### config.mk
export PLATFORM = sky130hd
export DESIGN_NAME = fetch_queue_flat
export DESIGN_NICKNAME = d
export VERILOG_FILES = /design/src/rtl/fetch_queue_pkg.sv /design/src/rtl/fetch_queue_if.sv /design/src/rtl/fetch_queue_mem.sv /design/src/rtl/fetch_queue.sv /design/src/flat_wrapper.sv
export SDC_FILE = /design/constraint.sdc
export NUM_CORES = 1
export LEC_CHECK = 0
export ABC_AREA = 1
export CAP_MARGIN = 20
export CORE_UTILIZATION = 63
export DETAILED_ROUTE_END_ITERATION = 8
export GPL_TIMING_DRIVEN = 0
export HOLD_SLACK_MARGIN = 0.02
export PLACE_DENSITY = 0.86
export SLEW_MARGIN = 10
export SYNTH_ARGS = -nofsm -noshare
export SYNTH_HDL_FRONTEND = slang
export SYNTH_HIERARCHICAL = 1
export SYNTH_SLANG_ARGS = --single-unit
### constraint.sdc
create_clock -name clk -period 17.2 [get_ports clk]
set_clock_uncertainty 0.15 [all_clocks]
set_input_delay 5.16 -clock clk [delete_from_list [all_inputs] [get_ports clk]]
set_output_delay 5.16 -clock clk [all_outputs]
set_load 0.02 [all_outputs]
### src/rtl/fetch_queue_pkg.sv
// Shared widths, default depth and the queue entry layout for the fetch queue.
package fetch_queue_pkg;

  localparam int XLEN     = 32;
  localparam int ILEN     = 32;
  localparam int FQ_DEPTH = 4;

  typedef struct packed {
    logic [ILEN-1:0] instr;
    logic [XLEN-1:0] pc;
  } fq_entry_t;

endpackage

### src/rtl/fetch_queue_if.sv
// Fetch/memory/decode signal bundle; the queue connects through the slave modport.
interface fetch_queue_if
  import fetch_queue_pkg::*;
#(
  parameter int DEPTH = FQ_DEPTH
);

  localparam int CW = $clog2(DEPTH) + 1;

  logic [XLEN-1:0] fetch_pc;
  logic            fetch_taken_branch;
  logic [ILEN-1:0] imem_rdata;
  logic            fetch_halt;
  logic            dec_valid;
  logic            dec_ready;
  logic [ILEN-1:0] dec_instr;
  logic [XLEN-1:0] dec_pc;
  logic [CW-1:0]   fq_count;

  modport master (
    output fetch_pc, fetch_taken_branch, imem_rdata, dec_ready,
    input  fetch_halt, dec_valid, dec_instr, dec_pc, fq_count
  );

  modport slave (
    input  fetch_pc, fetch_taken_branch, imem_rdata, dec_ready,
    output fetch_halt, dec_valid, dec_instr, dec_pc, fq_count
  );

endinterface

### src/rtl/fetch_queue_mem.sv
// Queue storage: DEPTH entries of {instr, pc}, one write port, combinational read.
module fetch_queue_mem
  import fetch_queue_pkg::*;
#(
  parameter int DEPTH = FQ_DEPTH,
  localparam int AW   = $clog2(DEPTH)
) (
  input  logic          clk,
  input  logic          rst,
  input  logic          we,
  input  logic [AW-1:0] waddr,
  input  fq_entry_t     wdata,
  input  logic [AW-1:0] raddr,
  output fq_entry_t     rdata
);

  fq_entry_t mem_r [DEPTH];

  // Entry array write, cleared on reset
  always_ff @(posedge clk) begin
    if (rst) begin
      for (int i = 0; i < DEPTH; i++) begin
        mem_r[i] <= '0;
      end
    end else if (we) begin
      mem_r[waddr] <= wdata;
    end
  end

  assign rdata = mem_r[raddr];

endmodule

### src/rtl/fetch_queue.sv
// Instruction fetch queue: pairs fetch pcs with imem words and feeds decode.
// Define FETCH_QUEUE_BYPASS_EN to forward a response straight to decode when the queue is empty.
module fetch_queue
  import fetch_queue_pkg::*;
#(
  parameter int DEPTH = FQ_DEPTH
) (
  input logic          clk,
  input logic          rst,
  fetch_queue_if.slave bus
);

  localparam int AW = $clog2(DEPTH);
  localparam int CW = AW + 1;
  localparam logic [CW:0]   DEPTH_W = (CW + 1)'(DEPTH);
  localparam logic [AW-1:0] PTR_ONE = AW'(1);
  localparam logic [CW-1:0] CNT_ONE = CW'(1);

  logic            req_q;
  logic [XLEN-1:0] req_pc_q;
  logic [AW-1:0]   rd_ptr_r;
  logic [AW-1:0]   wr_ptr_r;
  logic [CW-1:0]   count_r;

  logic      flush_s;
  logic      push_s;
  logic      write_s;
  logic      pop_mem_s;
  logic      halt_s;
  logic      valid_s;
  logic [CW:0] occ_s;
  fq_entry_t resp_s;
  fq_entry_t head_s;
  fq_entry_t out_s;

  assign flush_s = bus.fetch_taken_branch;
  assign push_s  = req_q & ~flush_s;
  assign resp_s  = '{instr: bus.imem_rdata, pc: req_pc_q};
  // Queued entries plus the response still in flight must always fit.
  assign occ_s   = {1'b0, count_r} + {{CW{1'b0}}, req_q};

  fetch_queue_mem #(.DEPTH(DEPTH)) u_mem (
    .clk   (clk),
    .rst   (rst),
    .we    (write_s),
    .waddr (wr_ptr_r),
    .wdata (resp_s),
    .raddr (rd_ptr_r),
    .rdata (head_s)
  );

  // Halt, head presentation, and the write/pop decisions for this cycle
  always_comb begin
    halt_s    = 1'b0;
    valid_s   = 1'b0;
    out_s     = '0;
    write_s   = push_s;
    pop_mem_s = 1'b0;
    if ((occ_s >= DEPTH_W) && !flush_s) begin
      halt_s = 1'b1;
    end else begin
      halt_s = 1'b0;
    end
`ifdef FETCH_QUEUE_BYPASS_EN
    if ((count_r == '0) && push_s) begin
      valid_s = 1'b1;
      out_s   = resp_s;
      write_s = ~bus.dec_ready;
    end else if ((count_r != '0) && !flush_s) begin
      valid_s   = 1'b1;
      out_s     = head_s;
      pop_mem_s = bus.dec_ready;
    end else begin
      valid_s = 1'b0;
      out_s   = '0;
    end
`else
    if ((count_r != '0) && !flush_s) begin
      valid_s   = 1'b1;
      out_s     = head_s;
      pop_mem_s = bus.dec_ready;
    end else begin
      valid_s = 1'b0;
      out_s   = '0;
    end
`endif
  end

  // Request tracking, pointers and occupancy
  always_ff @(posedge clk) begin
    if (rst) begin
      req_q    <= 1'b0;
      req_pc_q <= '0;
      rd_ptr_r <= '0;
      wr_ptr_r <= '0;
      count_r  <= '0;
    end else begin
      req_q    <= ~halt_s;
      req_pc_q <= halt_s ? req_pc_q : bus.fetch_pc;
      if (flush_s) begin
        rd_ptr_r <= '0;
        wr_ptr_r <= '0;
        count_r  <= '0;
      end else begin
        rd_ptr_r <= pop_mem_s ? (rd_ptr_r + PTR_ONE) : rd_ptr_r;
        wr_ptr_r <= write_s ? (wr_ptr_r + PTR_ONE) : wr_ptr_r;
        count_r  <= count_r + (write_s ? CNT_ONE : '0) - (pop_mem_s ? CNT_ONE : '0);
      end
    end
  end

  assign bus.fetch_halt = halt_s;
  assign bus.dec_valid  = valid_s;
  assign bus.dec_instr  = out_s.instr;
  assign bus.dec_pc     = out_s.pc;
  assign bus.fq_count   = count_r;

endmodule
### src/flat_wrapper.sv
// flat-port wrapper written by rule: the top's interface ports become plain ports
module fetch_queue_flat import fetch_queue_pkg::*;
#(
  parameter int DEPTH = FQ_DEPTH
)
  (clk, rst, bus_fetch_pc, bus_fetch_taken_branch, bus_imem_rdata, bus_dec_ready, bus_fetch_halt, bus_dec_valid, bus_dec_instr, bus_dec_pc, bus_fq_count);
  fetch_queue_if #(.DEPTH(DEPTH)) bus_i ();
  input logic clk;
  input logic rst;
  input wire logic [$bits(bus_i.fetch_pc)-1:0] bus_fetch_pc;
  input wire logic [$bits(bus_i.fetch_taken_branch)-1:0] bus_fetch_taken_branch;
  input wire logic [$bits(bus_i.imem_rdata)-1:0] bus_imem_rdata;
  input wire logic [$bits(bus_i.dec_ready)-1:0] bus_dec_ready;
  output wire logic [$bits(bus_i.fetch_halt)-1:0] bus_fetch_halt;
  output wire logic [$bits(bus_i.dec_valid)-1:0] bus_dec_valid;
  output wire logic [$bits(bus_i.dec_instr)-1:0] bus_dec_instr;
  output wire logic [$bits(bus_i.dec_pc)-1:0] bus_dec_pc;
  output wire logic [$bits(bus_i.fq_count)-1:0] bus_fq_count;
  assign bus_i.fetch_pc = bus_fetch_pc;
  assign bus_i.fetch_taken_branch = bus_fetch_taken_branch;
  assign bus_i.imem_rdata = bus_imem_rdata;
  assign bus_i.dec_ready = bus_dec_ready;
  assign bus_fetch_halt = bus_i.fetch_halt;
  assign bus_dec_valid = bus_i.dec_valid;
  assign bus_dec_instr = bus_i.dec_instr;
  assign bus_dec_pc = bus_i.dec_pc;
  assign bus_fq_count = bus_i.fq_count;
  fetch_queue #(.DEPTH(DEPTH)) u_core (.clk(clk), .rst(rst), .bus(bus_i));
endmodule
### Word level (Yosys, flattened, before mapping)

Memory sizes are Yosys's and may differ from the RTL's. A register that Yosys moved wholly into a read port is not among the register bits.
Cells that the tools add are included.

* flip-flop bits (word level): 40
* logic and storage cells: 37
* output and inout bits: 69
* memory bits (writable): 256
* input bits: 68
* memories: 1

* $add $sub $neg: 5
* bitwise gates (word level): 3
* mux-type cells: 16
* reduce and logical (&&, ||, !) cells: 6
* $lt $le $gt $ge: 1

Memory list
* u_core.u_mem.mem_r: words 4, bits a word 64, rd ports 1, clocked after memory_dff 1, wr ports 4, RTL line fetch_queue_mem.sv:17 `fq_entry_t mem_r [DEPTH];`

Operator list (number)
* $mux 64: 2
* $reduce_or 64->1: 1
* $mux 1: 11
* $mux 2: 3
* $add 2x1->2 const B: 2
* $add 3x1->4: 1
* $ge 4x3->1 const B: 1
* $add 3x3->3: 1
* $reduce_bool 3->1: 1
* $sub 3x3->3: 1
* $logic_and 1x1->1: 2
* $not 1->1: 2
* $reduce_or 2->1: 1
* $and 1x1->1: 1
* $logic_not 1->1: 1

### Logic depth before layout (Yosys ltp)

Gate-level depths: netlist of run 1.

* depth after elaboration: 7
* gate-level depth with buffers: 11
* gate-level depth less buffers: 11

### Modules after synthesis

The synthesis of run 1 kept the hierarchy.

Modules (own cells, without submodules)
* fetch_queue_mem: area an instance 12434.4 um2, cells an instance 1372, times used 1
* fetch_queue: area an instance 2461.1 um2, cells an instance 397, times used 1

### Worst setup path after synthesis of run 1

OpenSTA, ideal clock, no wires.

* path kind: input-to-output
* start: in bus_fetch_taken_branch
* end: out bus_dec_instr[18]
* data arrival time: 5.931 ns
* cell stages on the path: 5
* data required time: 11.890 ns
* path buffers: 2
* setup slack: 5.959 ns
* path through: inv_1 nand2_1 buf_2 buf_2 nor2_1

* longest elaborated chain between the ends: 3

Ends and longest elaborated chain
* start, declared: RTL line flat_wrapper.sv:11 `input wire logic [$bits(bus_i.fetch_taken_branch)-1:0] bus_fetch_taken_branch;`
* $logic_not 1->1: RTL line fetch_queue.sv:78 `if ((count_r != '0) && !flush_s) begin`
* $logic_and 1x1->1: RTL line fetch_queue.sv:78
* $mux 64: RTL line fetch_queue.sv:78
* end, declared: RTL line flat_wrapper.sv:16 `output wire logic [$bits(bus_i.dec_instr)-1:0] bus_dec_instr;`

Every way passes these cells.

### Worst setup path in the final report of run 1

* start: in bus_fetch_taken_branch
* end: out bus_dec_instr[4]

Same word-level chain as after synthesis.

==> flow_summary_export.csv, run 1 <==
group,metric,value,unit
sta,hold_viol_final,0,
layout,fin_util,77.3,%
sta,setup_viol,0,
sta,tightest_slew,673,ps
grt,grt_pass1_vias,11500,
grt,grt.total_usage,30.0,%
worst_setup_path,arrival,7400,ps
power_and_ir_drop,p_leak,0.00799,uW
yosys,synthCells,1769,
layout,syn_to_final_growth,18.9,%
route,wl_per_cell,15.8,um
power_and_ir_drop,p_per_area,87.1,mW/mm^2
sta,fin_crit_sh,73.9,%
worst_hold_path,min_path_type,"reg -> reg",
yosys,synth-seq-area-share,57.0,%
grt,antenna_found_initial,0,
place,place_hpwl,23600,um
sta,fin_crit,12710,ps
floorplanning,fp.dieW,156,um
route,ant_nets,0,
worst_setup_path,path_buf_inv,5,
grt,grt_max_degree,53,
sta,rsz0062_at_grt,"no",
clocking,cts-htree-levels,1,
floorplanning,dieArea,0.0243,mm^2
place,globalplace.congestion,0.796,
clocking,post_cts_resized,0,
worst_setup_path,critPathLaunchType,"input pin",
grt,grt_overflow,0,
place,io_buffers,136,
worst_setup_path,crit_fanout,10,
clocking,cts.root.buffer_cell,"clkbuf_16",
clocking,postCtsHoldBufs,0,
route,vias,11800,
status,status,"completed",
route,drc,0,
clocking,clock_path_buffers,3,
layout,n_antenna_cell,0,
sta,max_slew_margin,55.2,%
route,drt-total-wl,35900,um
route,dr.pass1.iters,8,
layout,drive_gt1_share,9.73,%
yosys,syn_nets,1841,
floorplanning,num_io_pins,137,
yosys,syn_avg_cell_area,8.42,um^2
floorplanning,die_h,156,um
yosys,ys_ff_latch,296,
worst_setup_path,path_class,"in -> out",
floorplanning,start_util,65.0,%
worst_setup_path,cp-end-kind,"output pin",
sta,timing.hold.ws,378,ps
worst_setup_path,required,11890,ps
worst_setup_path,max_stage_delay,550,ps
worst_setup_path,cpMaxStageDelayCell,"clkdlybuf4s50_1",
route,drt_iter0_drc,1152,
clocking,cts_tree,"yes",
clocking,clk_pin_slew,60,ps
floorplanning,rows,55,
worst_setup_path,worstPathCellList,"clkdlybuf4s50_1, inv_1, nand2_1, buf_2, buf_2, nor2_1, clkdlybuf4s50_1",
power_and_ir_drop,peakVddDrop,0.0718,mV
floorplanning,fp.coreArea,0.0229,mm^2
clocking,worstSkewPairLatency,550,ps
grt,grt_pass1_wl,56300,um
yosys,syn_area,0.0149,mm^2
layout,finalNetCount,2014,
yosys,yosys_warnings,6,
clocking,cts_sinks,296,
sta,tns,0,ps
route,viasPerCell,5.19,
sta,max_freq,78.6,MHz
flow_run,cap_violations,0,
yosys,yosysUniqueCellTypes,24,
worst_setup_path,path_delay_family,"buffers and inverters",
sta,maxSlewViolCount,0,
clocking,postCtsSetupRepairBufs,0,
clocking,cts_made_buffers,29,
## final timing paths
| path | to | startpoint | cells after the start | slack (ps) |
|---|---|---|---|---|
| max | bus_dec_instr[4] | bus_fetch_taken_branch | 7 | 4490 |
| min | u_core/wr_ptr_r[0] | u_core/wr_ptr_r[0] | 1 | 380 |
| max reg2reg | u_core/u_mem/mem_r[0][33] | u_core/req_q | 9 | 14500 |
| min reg2reg | u_core/wr_ptr_r[0] | u_core/wr_ptr_r[0] | 1 | 380 |
## state kept, by name, summed over array words and instances (netlist names)
register and cells:
u_core/bus.fq_count 3, u_core/u_mem/mem_r 256, u_core/wr_ptr_r 2, u_core/req_q 1, u_core/rd_ptr_r 2, u_core/req_pc_q 32
## layer usage
metal / track usage, % / part of all wire (%)
met4: 11.3 / 2.2
met1: 37.2 / 38
met5: 0 / 0
met2: 53.7 / 50
met3: 3.83 / 9.6
## metrics by stage
stage               setup WS, ps  instance area (um^2)  total power, uW  std cells
global route                4400                 17700             1590       2276
floorplan                   5960                 14900              911       1769
CTS                         4470                 17700             1540       2276
finish                      4490                 17700             1540       2276
global placement            3380                 16600              955       2218
detailed placement          4470                 16800              962       2224
## kinds of logic (layout without fill, tap and decap cells)
group / Yosys count / in the layout / share of synthesized area (%)
XOR/XNOR: 3 / 3 / 0.176
flip-flops: 296 / 296 / 57.0
AND/OR/NAND/NOR: 894 / 894 / 26.2
AO/OA/AOI/OAI: 38 / 38 / 1.28
adder cells (fa/ha/maj): 4 / 4 / 0.386
buffers and inverters: 534 / 728 / 14.9
## Yosys cell counts, drive strengths merged
cell type,n,area [um^2]
xnor2,1,8.76
edfxtp,256,7690
nand4,1,6.26
nand2,363,1360
fa,1,20.0
clkbuf,9,33.8
ha,3,37.5
o21ai,4,20.0
nand3,166,936
dfxtp,40,801
xor2,2,17.5
buf,91,563
nor3b,1,7.51
a21oi,34,170
nor3,64,470
nor2,299,1120
inv,434,1630
## worst reg2reg max path, cell delays in order, from the launching register on
cell     delay [ps]
dfxtp_1         440
inv_1            60
nor2_1          360
inv_2           120
nor2_2          120
nand3_1         120
buf_4           220
buf_6           170
nand2_4         210
buf_16          340
## power by group
group / total, uW / internal, uW / switching (uW)
clock: 592 / 336 / 256
combinational: 129 / 46.7 / 82.2
sequential: 822 / 810 / 11.2
## cell usage in the layout, fill, tap and decap left out, drive strengths merged
cell | synthesis | final
o21ai | 4 | 4
a21oi | 34 | 34
dfxtp | 40 | 40
clkinv | 0 | 11
buf | 91 | 97
xor2 | 2 | 2
nor2 | 299 | 299
nand4 | 1 | 1
nor3b | 1 | 1
ha | 3 | 3
fa | 1 | 1
nand2 | 363 | 363
nor3 | 64 | 64
nand3 | 166 | 166
inv | 434 | 434
edfxtp | 256 | 256
xnor2 | 1 | 1
clkbuf | 9 | 49
clkdlybuf4s50 | 0 | 136
bufinv | 0 | 1
## area by class of cell
type,instances,area [um^2]
flip-flops and latches,296,8490
inverters,434,1630
well taps,313,392
clock inverters,12,78.8
multi-input cells,939,4220
plain buffers,100,597
repair buffers,142,1510
fillers,1476,5200
clock buffers,40,797
Note: power is estimated with default switching activity, not from simulation.
==> inputs of run 2 (changes only) <==
Settings changed: CORE_UTILIZATION 63 to 52, PLACE_DENSITY 0.86 to 0.76.
Clock period 17.2 ns to 11.66 ns, I/O delays scaled along.
==> flow_summary_export.csv, run 2 (synthesis gave the netlist of run 1 again) <==
group,metric,value,unit
status,status,"completed",
clocking,post_cts_resized,0,
worst_setup_path,path_class,"in -> out",
sta,setup_viol,0,
sta,tightest_slew,791,ps
sta,maxSlewViolCount,0,
grt,grt_pass1_vias,11300,
sta,tns,0,ps
layout,syn_to_final_growth,19.3,%
layout,finalNetCount,2013,
place,globalplace.congestion,0.810,
clocking,worstSkewPairLatency,560,ps
grt,grt_overflow,0,
sta,rsz0062_at_grt,"no",
route,vias,11400,
floorplanning,fp.dieW,171,um
sta,max_freq,106,MHz
clocking,postCtsSetupRepairBufs,0,
floorplanning,rows,61,
grt,antenna_found_initial,0,
clocking,postCtsHoldBufs,0,
route,wl_per_cell,14.9,um
floorplanning,die_h,171,um
layout,largest_register_ff_count,256,
layout,final_area,0.0178,mm^2
clocking,cts_made_buffers,29,
worst_hold_path,min_path_type,"reg -> reg",
clocking,clock_path_buffers,3,
clocking,cts-htree-levels,1,
flow_run,cap_violations,0,
worst_setup_path,critPathLaunchType,"input pin",
clocking,cts_sinks,296,
route,viasPerCell,4.87,
clocking,cts_tree,"yes",
place,place_hpwl,23300,um
sta,timing.hold.ws,367,ps
sta,hold_viol_final,0,
route,drt_iter0_drc,970,
layout,layout_common_cells,"inv_1, nand2_1, nor2_1, edfxtp_1, nand3_1",
sta,max_slew_margin,47.1,%
layout,regMostFlops,"u_core/u_mem/mem_r",
sta,fin_crit,9440,ps
grt,grt_pass1_wl,55500,um
route,ant_nets,0,
worst_setup_path,rr_worst_depth,9,
worst_hold_path,min_path_cells,1,
layout,final_common_cell,"inv_1",
grt,grt_max_degree,44,
layout,drive_gt1_share,9.67,%
grt,grt.total_usage,24.6,%
place,dp.cells,2288,
clocking,clk_pin_slew,60,ps
power_and_ir_drop,p_per_area,128,mW/mm^2
floorplanning,start_util,53.2,%
floorplanning,fp.coreArea,0.0280,mm^2
layout,n_antenna_cell,0,
place,placed_area,0.0169,mm^2
place,io_buffers,136,
floorplanning,dieArea,0.0293,mm^2
sta,fin_crit_sh,81.0,%
worst_setup_path,required,8010,ps
worst_setup_path,crit_fanout,10,
worst_setup_path,cp-end-kind,"output pin",
route,dr.pass1.iters,6,
route,drt-total-wl,34800,um
floorplanning,num_io_pins,137,
clocking,cts.root.buffer_cell,"clkbuf_16",
power_and_ir_drop,p_leak,0.00798,uW
route,drc,0,
worst_setup_path,arrival,5790,ps
layout,layout.cells.non_filler,2342,
layout,fin_util,63.4,%
power_and_ir_drop,peakVddDrop,0.110,mV
-- run 2: changes by cell type in the layout (fill, tap and decap cells not counted), sizes merged --
cell / previous run / this run
buf: 97 / 96
bufinv: 1 / 2
clkbuf: 49 / 46
clkinv: 11 / 13
clkinvlp: 0 / 1
inv: 434 / 435
-- run 2: power breakdown --
part           leakage (uW)  switching (uW)  internal, uW
sequential          0.00299            15.8          1200
clock              0.000434             383           501
combinational       0.00455             119          67.4
total               0.00798             517          1760
-- run 2: area by class of cell --
class                   count  area (um^2)
fillers                  2315        10200
flip-flops and latches    296         8490
multi-input cells         939         4220
inverters                 434         1630
repair buffers            141         1480
clock buffers              37          756
plain buffers             100          597
well taps                 378          473
clock inverters            17          136
-- run 2: routing by layer --
metal / wire length (um) / GRT usage, % / share of wire, % / vias up
met1: 14200 / 30.9 / 41 / 5200
met3: 2500 / 3.18 / 7.2 / 77
li1: - / - / - / 5697
met4: 1080 / 9.82 / 3.1 / 0
met5: 0 / 0 / 0 / -
met2: 17000 / 43.0 / 49 / 427
-- run 2: per-stage QoR --
stage	setup WS, ps	power [uW]
after floorplan	2560	1340
after global placement	-655	1410
after detailed placement	2230	1420
after CTS	2220	2290
after global routing	2150	2370
final	2220	2280
-- run 2: worst paths after layout --
path	start	end	slack (ps)
hold reg to reg	u_core/wr_ptr_r[0]	u_core/wr_ptr_r[0]	370
setup / recovery	bus_fetch_taken_branch	bus_dec_instr[19]	2220
hold / removal	u_core/wr_ptr_r[0]	u_core/wr_ptr_r[0]	370
setup reg to reg	u_core/req_q	u_core/u_mem/mem_r[0][40]	8900
-- run 2: worst max-delay path, cell delays in order --
cell             delay [ps]
clkdlybuf4s50_1         600
inv_1                   130
nand2_1                 260
buf_2                   390
buf_2                   300
nor2_1                   70
clkdlybuf4s50_1         540
==> inputs of run 3 (changes only) <==
Settings changed: CORE_UTILIZATION 52 to 58, PLACE_DENSITY 0.76 to 0.8.
Clock period 11.66 ns to 9.9 ns, I/O delays scaled along.
==> flow_summary_export.csv, run 3 (synthesis gave the netlist of run 1 again) <==
group,metric,value,unit
worst_hold_path,min_path_type,"reg -> reg",
power_and_ir_drop,p_clk_share,39.4,%
sta,rsz0062_at_grt,"no",
clocking,postCtsHoldBufs,0,
sta,fin_crit,8430,ps
sta,maxSlewViolCount,0,
floorplanning,fp.coreArea,0.0252,mm^2
power_and_ir_drop,p_per_area,153,mW/mm^2
worst_setup_path,cp-end-kind,"output pin",
layout,regMostFlops,"u_core/u_mem/mem_r",
status,status,"completed",
clocking,cts_tree,"yes",
floorplanning,fp.dieW,162,um
route,drt_iter0_drc,900,
route,drc,0,
layout,syn_to_final_growth,19.2,%
layout,layout_common_cells,"inv_1, nand2_1, nor2_1, edfxtp_1, nand3_1",
clocking,clock_path_buffers,3,
floorplanning,num_io_pins,137,
sta,hold_viol_final,0,
clocking,cts_sinks,296,
worst_setup_path,critPathLaunchType,"input pin",
place,placed_area,0.0168,mm^2
sta,max_freq,119,MHz
floorplanning,dieArea,0.0263,mm^2
layout,n_antenna_cell,0,
clocking,cts-htree-levels,1,
sta,worst_slack,1470,ps
power_and_ir_drop,net-switching-power,606,uW
clocking,cts_made_buffers,29,
clocking,cts.root.buffer_cell,"clkbuf_16",
worst_setup_path,path_class,"in -> out",
route,viasPerCell,5.06,
floorplanning,rows,58,
layout,drive_gt1_share,9.78,%
route,vias,11600,
place,globalplace.congestion,0.808,
layout,final_area,0.0177,mm^2
worst_setup_path,rrSetupSlack,7130,ps
sta,tns,0,ps
sta,fin_crit_sh,85.1,%
route,ant_nets,0,
grt,grt_pass1_vias,11400,
sta,max_slew_margin,51.8,%
power_and_ir_drop,internal_power,2110,uW
grt,grt_pass1_wl,56300,um
route,drt-total-wl,35400,um
worst_setup_path,crit_fanout,10,
power_and_ir_drop,p_seq_share,52.5,%
clocking,worstSkewPairLatency,540,ps
flow_run,cap_violations,0,
route,wl_per_cell,15.5,um
floorplanning,start_util,59.2,%
grt,grt_max_degree,54,
layout,layout.cells.non_filler,2293,
grt,antenna_found_initial,0,
worst_setup_path,arrival,5310,ps
sta,tightest_slew,720,ps
clocking,postCtsSetupRepairBufs,0,
place,io_buffers,136,
power_and_ir_drop,power.total,2720,uW
power_and_ir_drop,comb_power_share,8.1,%
grt,grt_overflow,0,
grt,grt.total_usage,27.5,%
place,dp_slack,1510,ps
floorplanning,die_h,162,um
layout,final_common_cell,"inv_1",
clocking,clk_pin_slew,60,ps
route,dr.pass1.iters,7,
layout,largest_register_ff_count,256,
sta,setup_viol,0,
power_and_ir_drop,peakVddDrop,0.103,mV
power_and_ir_drop,p_leak,0.00799,uW
place,dp.cells,2240,
clocking,post_cts_resized,0,
layout,finalNetCount,2013,
place,place_hpwl,23400,um
power_and_ir_drop,netSwitchingFraction,22.3,%
worst_setup_path,required,6780,ps
## run 3: through the flow
step	hold slack [ps]	util (%)
floorplan	318	-
global placement	341	66.2
detailed placement	376	66.8
CTS	390	70.5
global route	418	70.5
finish	391	70.5
## run 3: critical path, stage by stage
cell and delay [ps]:
clkdlybuf4s50_1 520, inv_1 140, nand2_1 300, buf_2 420, buf_2 310, nor2_1 90
clkdlybuf4s50_1 540
## run 3: area by class of cell
cell class | count | area, um^2
inverter | 434 | 1630
clock buffer | 40 | 817
buffer | 100 | 597
clock inverter | 13 | 113
timing repair buffer | 141 | 1480
fill | 1889 | 7430
tap | 330 | 413
multi-input combinational | 939 | 4220
sequential | 296 | 8490
## run 3: power by group through the flow
| stage | sequential (uW) | clock (uW) | combinational [uW] |
|---|---|---|---|
| final | 1430 | 1070 | 221 |
| after global routing | 1430 | 1130 | 246 |
| after CTS | 1430 | 1080 | 221 |
| after detailed placement | 1450 | 0 | 219 |
| after global placement | 1460 | 0 | 205 |
| after floorplan | 1450 | 0 | 131 |
## run 3: final timing paths
check / startpoint / to / cells past startpoint
setup / recovery: bus_fetch_taken_branch / bus_dec_instr[26] / 7
hold / removal: u_core/req_pc_q[8] / u_core/req_pc_q[8] / 4
setup reg to reg: u_core/req_q / u_core/u_mem/mem_r[1][26] / 9
hold reg to reg: u_core/req_pc_q[8] / u_core/req_pc_q[8] / 4
## run 3: per-layer routing
layer	vias to the layer above	share of wire, %	global-route usage [%]
met5	-	0	0
met4	0	2.7	10.9
met3	79	7.1	3.24
met2	494	50	48.3
met1	5349	40	34.7
li1	5686	-	-
